==> src/rtl/core_wb_sched_pkg.sv <==
// core_wb_sched_pkg
// Shared types and constants for the writeback scheduler.
//   reg_num / word : register number and data word types
//   wb_src         : producer index names (0..4)
//   wb_slot        : one-entry holding slot {full, r, value}
//   N_WB_SRC       : number of result producers
//   N_WB_PORT      : number of register-file write ports
package core_wb_sched_pkg;

  typedef logic [3:0]  reg_num;
  typedef logic [31:0] word;

  localparam int N_WB_SRC  = 5;
  localparam int N_WB_PORT = 3;

  typedef enum logic [2:0] {
    WB_ALU_A  = 3'd0,
    WB_ALU_B  = 3'd1,
    WB_MUL_LO = 3'd2,
    WB_MUL_HI = 3'd3,
    WB_LDST   = 3'd4
  } wb_src;

  typedef struct packed {
    logic   full;
    reg_num r;
    word    value;
  } wb_slot;

endpackage

==> src/rtl/core_wb_sched_if.sv <==
// core_wb_sched_if
// Bundles the producer-side handshake and the register-file write ports
// of the writeback scheduler.
//   master : execution-unit / environment side (drives src_*, observes the rest)
//   slave  : the scheduler (accepts src_*, drives ready, write ports, pending, stall)
interface core_wb_sched_if;
  import core_wb_sched_pkg::*;

  logic   [N_WB_SRC-1:0] src_valid;
  reg_num [N_WB_SRC-1:0] src_r;
  word    [N_WB_SRC-1:0] src_value;
  logic   [N_WB_SRC-1:0] src_ready;

  logic   wr_enable_a, wr_enable_b, wr_enable_c;
  reg_num wr_r_a,      wr_r_b,      wr_r_c;
  word    wr_value_a,  wr_value_b,  wr_value_c;

  logic [15:0] pending;
  logic        wb_stall;

  modport master (
    output src_valid, src_r, src_value,
    input  src_ready,
    input  wr_enable_a, wr_enable_b, wr_enable_c,
    input  wr_r_a, wr_r_b, wr_r_c,
    input  wr_value_a, wr_value_b, wr_value_c,
    input  pending, wb_stall
  );

  modport slave (
    input  src_valid, src_r, src_value,
    output src_ready,
    output wr_enable_a, wr_enable_b, wr_enable_c,
    output wr_r_a, wr_r_b, wr_r_c,
    output wr_value_a, wr_value_b, wr_value_c,
    output pending, wb_stall
  );

endinterface

==> src/rtl/core_wb_sched_rr_pick.sv <==
// core_wb_rr_pick
// Combinational rotating scan. Starting at rr_ptr and wrapping mod N_SRC,
// the first up to N_PORT requesters are assigned to ports 0, 1, 2 in scan
// order. req_hi requesters are all placed before any req_lo requester.
//   rr_ptr      : scan start index
//   req_hi      : high-rank request mask (held slots)
//   req_lo      : low-rank request mask (bypass offers; zero when unused)
//   sel         : per-port one-hot source select
//   port_vld    : per-port grant-present bits
//   rr_ptr_next : (last granted index + 1) mod N_SRC, or rr_ptr if no grant
module core_wb_rr_pick #(
  parameter int N_SRC  = 5,
  parameter int N_PORT = 3,
  localparam int PTR_W = $clog2(N_SRC)
) (
  input  logic [PTR_W-1:0]                rr_ptr,
  input  logic [N_SRC-1:0]                req_hi,
  input  logic [N_SRC-1:0]                req_lo,
  output logic [N_PORT-1:0][N_SRC-1:0]    sel,
  output logic [N_PORT-1:0]               port_vld,
  output logic [PTR_W-1:0]                rr_ptr_next
);

  always_comb begin
    int cnt;
    int idx;
    int last;
    // NOTE: every output and temporary gets a default before the loops;
    // otherwise paths that assign nothing would infer latches.
    sel         = '0;
    port_vld    = '0;
    rr_ptr_next = rr_ptr;
    cnt         = 0;
    idx         = 0;
    last        = 0;
    for (int pass = 0; pass < 2; pass++) begin
      for (int k = 0; k < N_SRC; k++) begin
        idx = int'(rr_ptr) + k;
        if (idx >= N_SRC) idx = idx - N_SRC;
        if (cnt < N_PORT && ((pass == 0) ? req_hi[idx] : req_lo[idx])) begin
          sel[cnt][idx] = 1'b1;
          port_vld[cnt] = 1'b1;
          last          = idx;
          cnt           = cnt + 1;
        end
      end
    end
    if (cnt != 0) rr_ptr_next = PTR_W'((last == N_SRC - 1) ? 0 : last + 1);
  end

endmodule

==> src/rtl/core_wb_sched.sv <==
// core_wb_sched
// Writeback scheduler: five result producers (alu_a, alu_b, mul_lo, mul_hi,
// ldst) each own a one-entry slot; a rotating round-robin maps up to three
// full slots per cycle onto register-file write ports a/b/c.
//   clk, rst_n : core clock, asynchronous active-low reset
//   wb (slave) : src_valid/src_r/src_value in, src_ready out,
//                wr_enable/wr_r/wr_value a/b/c out, pending[15:0], wb_stall
// Optional build macro CORE_WB_BYPASS_EN: an offer to an empty slot joins
// the same-cycle scan (ranked after held slots) and, if it wins a port, is
// written directly without ever occupying its slot.
module core_wb_sched
  import core_wb_sched_pkg::*;
(
  input  logic            clk,
  input  logic            rst_n,
  core_wb_sched_if.slave  wb
);

  localparam int N_SRC  = N_WB_SRC;
  localparam int N_PORT = N_WB_PORT;
  localparam int PTR_W  = $clog2(N_SRC);

  wb_slot [N_SRC-1:0]             slot_q, slot_d;
  logic   [PTR_W-1:0]             rr_ptr_q, rr_ptr_d;

  logic   [N_SRC-1:0]             full;
  logic   [N_SRC-1:0]             byp_req;
  logic   [N_SRC-1:0]             grant;
  logic   [N_SRC-1:0]             byp_grant;
  logic   [N_SRC-1:0]             ready;
  logic   [N_SRC-1:0]             accept;
  logic   [N_PORT-1:0][N_SRC-1:0] sel;
  logic   [N_PORT-1:0]            port_vld;
  reg_num [N_PORT-1:0]            port_r;
  word    [N_PORT-1:0]            port_value;
  logic   [15:0]                  pending;

  always_comb begin
    for (int i = 0; i < N_SRC; i++) full[i] = slot_q[i].full;
  end

`ifdef CORE_WB_BYPASS_EN
  assign byp_req = wb.src_valid & ~full;
`else
  assign byp_req = '0;
`endif

  core_wb_rr_pick #(
    .N_SRC  (N_SRC),
    .N_PORT (N_PORT)
  ) u_pick (
    .rr_ptr      (rr_ptr_q),
    .req_hi      (full),
    .req_lo      (byp_req),
    .sel         (sel),
    .port_vld    (port_vld),
    .rr_ptr_next (rr_ptr_d)
  );

  // A selected source is either a held slot or (bypass only) a live offer.
  always_comb begin
    grant     = '0;
    byp_grant = '0;
    for (int p = 0; p < N_PORT; p++) begin
      grant     = grant     | (sel[p] &  full);
      byp_grant = byp_grant | (sel[p] & ~full);
    end
  end

  // Ready depends on slot flops and rr_ptr only, never on src_valid.
  assign ready  = ~full | grant;
  assign accept = wb.src_valid & ready;

  always_comb begin
    slot_d = slot_q;
    for (int i = 0; i < N_SRC; i++) begin
      if (accept[i] && !byp_grant[i]) begin
        slot_d[i].full  = 1'b1;
        slot_d[i].r     = wb.src_r[i];
        slot_d[i].value = wb.src_value[i];
      end else if (grant[i]) begin
        slot_d[i].full = 1'b0;
      end
    end
  end

  always_comb begin
    port_r     = '0;
    port_value = '0;
    for (int p = 0; p < N_PORT; p++) begin
      for (int i = 0; i < N_SRC; i++) begin
        if (sel[p][i]) begin
          port_r[p]     = full[i] ? slot_q[i].r     : wb.src_r[i];
          port_value[p] = full[i] ? slot_q[i].value : wb.src_value[i];
        end
      end
    end
  end

  always_comb begin
    pending = '0;
    for (int i = 0; i < N_SRC; i++) begin
      if (full[i]) pending[slot_q[i].r] = 1'b1;
    end
  end

  // NOTE: the slot array is a handful of flops rather than a RAM, so it is
  // reset wholesale; only the full bits matter, data is cleared for tidiness.
  always_ff @(posedge clk or negedge rst_n) begin
    if (!rst_n) begin
      // NOTE: sequential state uses non-blocking assignments so every flop
      // samples the pre-edge values regardless of statement order.
      slot_q   <= '0;
      rr_ptr_q <= '0;
    end else begin
      slot_q   <= slot_d;
      rr_ptr_q <= rr_ptr_d;
    end
  end

  assign wb.src_ready   = ready;
  assign wb.pending     = pending;
  assign wb.wb_stall    = |(full & ~grant);

  assign wb.wr_enable_a = port_vld[0];
  assign wb.wr_enable_b = port_vld[1];
  assign wb.wr_enable_c = port_vld[2];
  assign wb.wr_r_a      = port_r[0];
  assign wb.wr_r_b      = port_r[1];
  assign wb.wr_r_c      = port_r[2];
  assign wb.wr_value_a  = port_value[0];
  assign wb.wr_value_b  = port_value[1];
  assign wb.wr_value_c  = port_value[2];

`ifndef SYNTHESIS
  // Dispatch never has two in-flight writes to one register; flag it if so.
  logic dup_r;
  always_comb begin
    dup_r = 1'b0;
    for (int i = 0; i < N_SRC; i++) begin
      for (int j = i + 1; j < N_SRC; j++) begin
        if (full[i] && full[j] && slot_q[i].r == slot_q[j].r) dup_r = 1'b1;
      end
    end
  end

  always_ff @(posedge clk) begin
    if (rst_n) assert (!dup_r);
  end
`endif

endmodule

==> src/flat_wrapper.sv <==
// flat-port wrapper written by rule: the top's interface ports become plain ports
module core_wb_sched_flat import core_wb_sched_pkg::*;
  (clk, rst_n, wb_src_valid, wb_src_r, wb_src_value, wb_src_ready, wb_wr_enable_a, wb_wr_enable_b, wb_wr_enable_c, wb_wr_r_a, wb_wr_r_b, wb_wr_r_c, wb_wr_value_a, wb_wr_value_b, wb_wr_value_c, wb_pending, wb_wb_stall);
  core_wb_sched_if wb_i ();
  input  logic clk;
  input  logic rst_n;
  input wire logic [$bits(wb_i.src_valid)-1:0] wb_src_valid;
  input wire logic [$bits(wb_i.src_r)-1:0] wb_src_r;
  input wire logic [$bits(wb_i.src_value)-1:0] wb_src_value;
  output wire logic [$bits(wb_i.src_ready)-1:0] wb_src_ready;
  output wire logic [$bits(wb_i.wr_enable_a)-1:0] wb_wr_enable_a;
  output wire logic [$bits(wb_i.wr_enable_b)-1:0] wb_wr_enable_b;
  output wire logic [$bits(wb_i.wr_enable_c)-1:0] wb_wr_enable_c;
  output wire logic [$bits(wb_i.wr_r_a)-1:0] wb_wr_r_a;
  output wire logic [$bits(wb_i.wr_r_b)-1:0] wb_wr_r_b;
  output wire logic [$bits(wb_i.wr_r_c)-1:0] wb_wr_r_c;
  output wire logic [$bits(wb_i.wr_value_a)-1:0] wb_wr_value_a;
  output wire logic [$bits(wb_i.wr_value_b)-1:0] wb_wr_value_b;
  output wire logic [$bits(wb_i.wr_value_c)-1:0] wb_wr_value_c;
  output wire logic [$bits(wb_i.pending)-1:0] wb_pending;
  output wire logic [$bits(wb_i.wb_stall)-1:0] wb_wb_stall;
  assign wb_i.src_valid = wb_src_valid;
  assign wb_i.src_r = wb_src_r;
  assign wb_i.src_value = wb_src_value;
  assign wb_src_ready = wb_i.src_ready;
  assign wb_wr_enable_a = wb_i.wr_enable_a;
  assign wb_wr_enable_b = wb_i.wr_enable_b;
  assign wb_wr_enable_c = wb_i.wr_enable_c;
  assign wb_wr_r_a = wb_i.wr_r_a;
  assign wb_wr_r_b = wb_i.wr_r_b;
  assign wb_wr_r_c = wb_i.wr_r_c;
  assign wb_wr_value_a = wb_i.wr_value_a;
  assign wb_wr_value_b = wb_i.wr_value_b;
  assign wb_wr_value_c = wb_i.wr_value_c;
  assign wb_pending = wb_i.pending;
  assign wb_wb_stall = wb_i.wb_stall;
  core_wb_sched u_core (.clk(clk), .rst_n(rst_n), .wb(wb_i));
endmodule
==> config.mk <==
export PLATFORM = sky130hd
export DESIGN_NAME = core_wb_sched_flat
export DESIGN_NICKNAME = d
export VERILOG_FILES = /design/src/rtl/core_wb_sched_pkg.sv /design/src/rtl/core_wb_sched_if.sv /design/src/rtl/core_wb_sched_rr_pick.sv /design/src/rtl/core_wb_sched.sv /design/src/flat_wrapper.sv
export SDC_FILE = /design/constraint.sdc
export NUM_CORES = 1
export LEC_CHECK = 0
export CORE_MARGIN = 8
export CORE_UTILIZATION = 40
export CTS_BUF_LIST = sky130_fd_sc_hd__clkbuf_4 sky130_fd_sc_hd__clkbuf_8
export DETAILED_ROUTE_END_ITERATION = 16
export PLACE_DENSITY = 0.67
export SYNTH_ARGS = -nofsm -noshare
export SYNTH_HDL_FRONTEND = slang
export SYNTH_SLANG_ARGS = --single-unit
==> constraint.sdc <==
create_clock -name clk -period 7.2 [get_ports clk]
set_input_delay 1.08 -clock clk [delete_from_list [all_inputs] [get_ports clk]]
set_output_delay 1.08 -clock clk [all_outputs]
set_load 0.1 [all_outputs]
==> flow_summary.json <==
{
  "die_x_um": 220.3,
  "final_antenna_net_count": 0,
  "io_buffers": 319,
  "vias": 19610,
  "cp_slowest_cell": "fa_2",
  "synthToLayoutAreaGrowth_pct": 69.36,
  "slowest_delay_ns": 0.59,
  "drcViolationCount": 0,
  "ios": 320,
  "grt_pass1_wl_um": 132900,
  "drt_wl_total_um": 94630,
  "crit_path_end_kind": "output port",
  "nFillCells": 3091,
  "worstPathArrival_ns": 6.92,
  "worst_slack_ns": -0.8028,
  "synth_flop_cell": "dfrtp_1",
  "cp_max_fo": 6,
  "wire_per_inst_um": 32.94,
  "cts_buffers": 17,
  "nNetsFinal": 2526,
  "rsz0062_at_grt": "yes",
  "cts_hold_buf": 0,
  "initial_core_util_pct": 40.16,
  "die-area_mm2": 0.04853,
  "grtUsageTotal_pct": 36.90,
  "cts-root-buf": "clkbuf_8",
  "worst-path-buf-inv": 12,
  "vias_per_cell": 6.825,
  "htreeDepth": 4,
  "grt_overflow_total": 0,
  "first_global_vias": 19870,
  "maxSlewHeadroom_pct": 31.47,
  "yosysWarnings": 0,
  "grt_max_degree": 104,
  "drv_slew": 0,
  "failed_checks": "negative setup slack",
  "insertion_delay_ns": 0.60,
  "synthCells": 1715,
  "synth-seq-cells": 188,
  "final_layout_size_suffix_gt1_share_pct": 46.58,
  "synth_area_mm2": 0.01670,
  "rr_worst_depth": 31,
  "seq_area_frac_synth_pct": 28.18,
  "synth_edf_count": 0,
  "async_flop_share_pct": 100.0,
  "fin_tns_setup_ns": -68.50,
  "critical_path_cell_count": 33,
  "hold_depth": 1,
  "drv_cap": 0,
  "min_period_ns": 8.003,
  "place_ws_ns": -0.6332,
  "ys_types": 100,
  "die_h_um": 220.3,
  "worst_slew_pin_slew_ns": 1.025,
  "setup_violations": 114,
  "drt-pass1-iter-count": 7,
  "hpwl_um": 63080,
  "required_ns": 6.12,
  "antenna_found_initial": 12,
  "status": "complete, but fails checks",
  "min_period_over_period_pct": 111.1,
  "clock_sink_count": 188,
  "avgSynthCellArea_um2": 9.735,
  "cts_tree": "yes",
  "syn_nets": 1931,
  "dr.first_iter.drc_count": 2176,
  "critPathKind": "reg -> out",
  "core_area_mm2": 0.04157,
  "cts_buffer_depth": 2,
  "skew_ns": 0.03212,
  "cp_top_family": "compound AO/OA/AOI/OAI gates",
  "hold_class": "reg -> reg",
  "crit_path_start_kind": "flop",
  "clk_pin_slew_ns": 0.13,
  "max_freq_mhz": 125.0,
  "report.final.hold_viol_count": 0,
  "gp_congestion": 0.9691,
  "num_rows": 75
}
[cells by family after synthesis]
kind of cell    count (synthesis)  share of synthesized area, %
fa+ha+maj                      29                         2.263
xor+xnor                        9                        0.4721
compound gates                524                         25.73
simple gates                  399                         12.87
mux                           370                         25.02
flops                         188                         28.18
buf+inv                       196                         5.456
[sequential cells by signal, summed over array words and instances, names as in the netlist]
signal,count
u_core.rr_ptr_q,3
u_core.full,5
u_core.slot_q,180
[repair_timing]
action / in CTS / in global routing
cloned: 18 / 9
resized for setup: 170 / 110
pin swaps: 76 / 91
setup endpoints to repair: 114 / 114
hold endpoints to repair: 0 / 0
setup buffers: 44 / 29
[routing by layer]
metal,vias up,global-route usage (%),part of all wire [%]
li1,8015,-,-
met1,9795,45.50,38
met2,1413,58.36,45
met3,374,10.18,11
met4,10,19.36,5.8
met5,-,0,0.067
[cells in the final DEF (no fill, tap or decap), types with 48 or more instances in the layout]
master / n
nand2_1: 48
buf_4: 300
clkdlybuf4s50_1: 201
mux2_1: 60
mux2i_1: 79
mux2_2: 195
buf_12: 173
nand2b_1: 48
dfrtp_1: 181
nor2_1: 81
[final timing paths]
kind	from	end	slack [ns]
worst min register to register	u_core.slot_q[3]$_DFFE_PN0P_	u_core.slot_q[3]$_DFFE_PN0P_	0.50
min in group asynchronous	rst_n	u_core.slot_q[138]$_DFFE_PN0P_	0.60
worst max register to register	u_core.rr_ptr_q[0]$_DFFE_PN0P_	u_core.slot_q[10]$_DFFE_PN0P_	0.69
worst min-delay path	u_core.slot_q[3]$_DFFE_PN0P_	u_core.slot_q[3]$_DFFE_PN0P_	0.50
max in group asynchronous	rst_n	u_core.slot_q[160]$_DFFE_PN0P_	5.33
worst max-delay path	u_core.rr_ptr_q[0]$_DFFE_PN0P_	wb_wr_value_a[21]	-0.80
[cell type report]
| cell class | instances | area [µm²] | area share, % |
|---|---|---|---|
| Timing Repair Buffer | 736 | 8778 | 31.04 |
| Tap cell | 539 | 674.4 | 2.385 |
| Antenna cell | 11 | 27.53 | 0.09735 |
| Inverter | 34 | 145.1 | 0.5133 |
| Clock inverter | 14 | 198.9 | 0.7035 |
| Sequential cell | 188 | 4716 | 16.68 |
| Multi-Input combinational cell | 1333 | 13490 | 47.70 |
| Clock buffer | 18 | 247.7 | 0.8761 |
[synthesized netlist by cell type (11+ instances only)]
| master | count | area, µm² |
|---|---|---|
| mux2_2 | 199 | 2241 |
| dfrtp_1 | 188 | 4705 |
| clkbuf_1 | 93 | 349.1 |
| nor2_1 | 85 | 319.1 |
| mux2i_1 | 81 | 810.8 |
| a221oi_1 | 77 | 674.4 |
| nand3_1 | 62 | 310.3 |
| mux2_1 | 60 | 675.7 |
| nand2b_1 | 52 | 325.3 |
| nand2_1 | 49 | 183.9 |
| o31ai_1 | 42 | 315.3 |
| a222oi_1 | 39 | 390.4 |
| a21boi_0 | 38 | 285.3 |
| a311oi_1 | 38 | 332.8 |
| a21oi_1 | 37 | 185.2 |
| nor3_1 | 37 | 185.2 |
| o221ai_1 | 37 | 324.1 |
| o22a_1 | 37 | 324.1 |
| buf_2 | 35 | 175.2 |
| o21bai_1 | 35 | 262.8 |
| inv_1 | 32 | 120.1 |
| mux2_4 | 30 | 450.4 |
| ha_1 | 27 | 337.8 |
| o21ai_0 | 22 | 110.1 |
| nor2b_1 | 14 | 87.58 |
| and2_1 | 13 | 81.33 |
| o22ai_1 | 13 | 81.33 |
| buf_4 | 12 | 90.09 |
| a211oi_1 | 11 | 82.58 |
| buf_6 | 11 | 123.9 |
[stage by stage]
step	util (%)	hold slack (ns)	cells	instance area (µm²)
2_1_floorplan	-	0.4522	1715	18010
3_3_place_gp	60.76	0.4620	2748	25260
3_5_place_dp	60.76	0.4684	2748	25260
4_1_cts	66.01	0.4974	2841	27440
5_1_grt	67.99	0.5104	2867	28260
6_report	68.02	0.4955	2873	28280
Power is left out: the tool's default activity adds up to more than one toggle a clock period on the data nets, which glitch-free logic cannot reach.
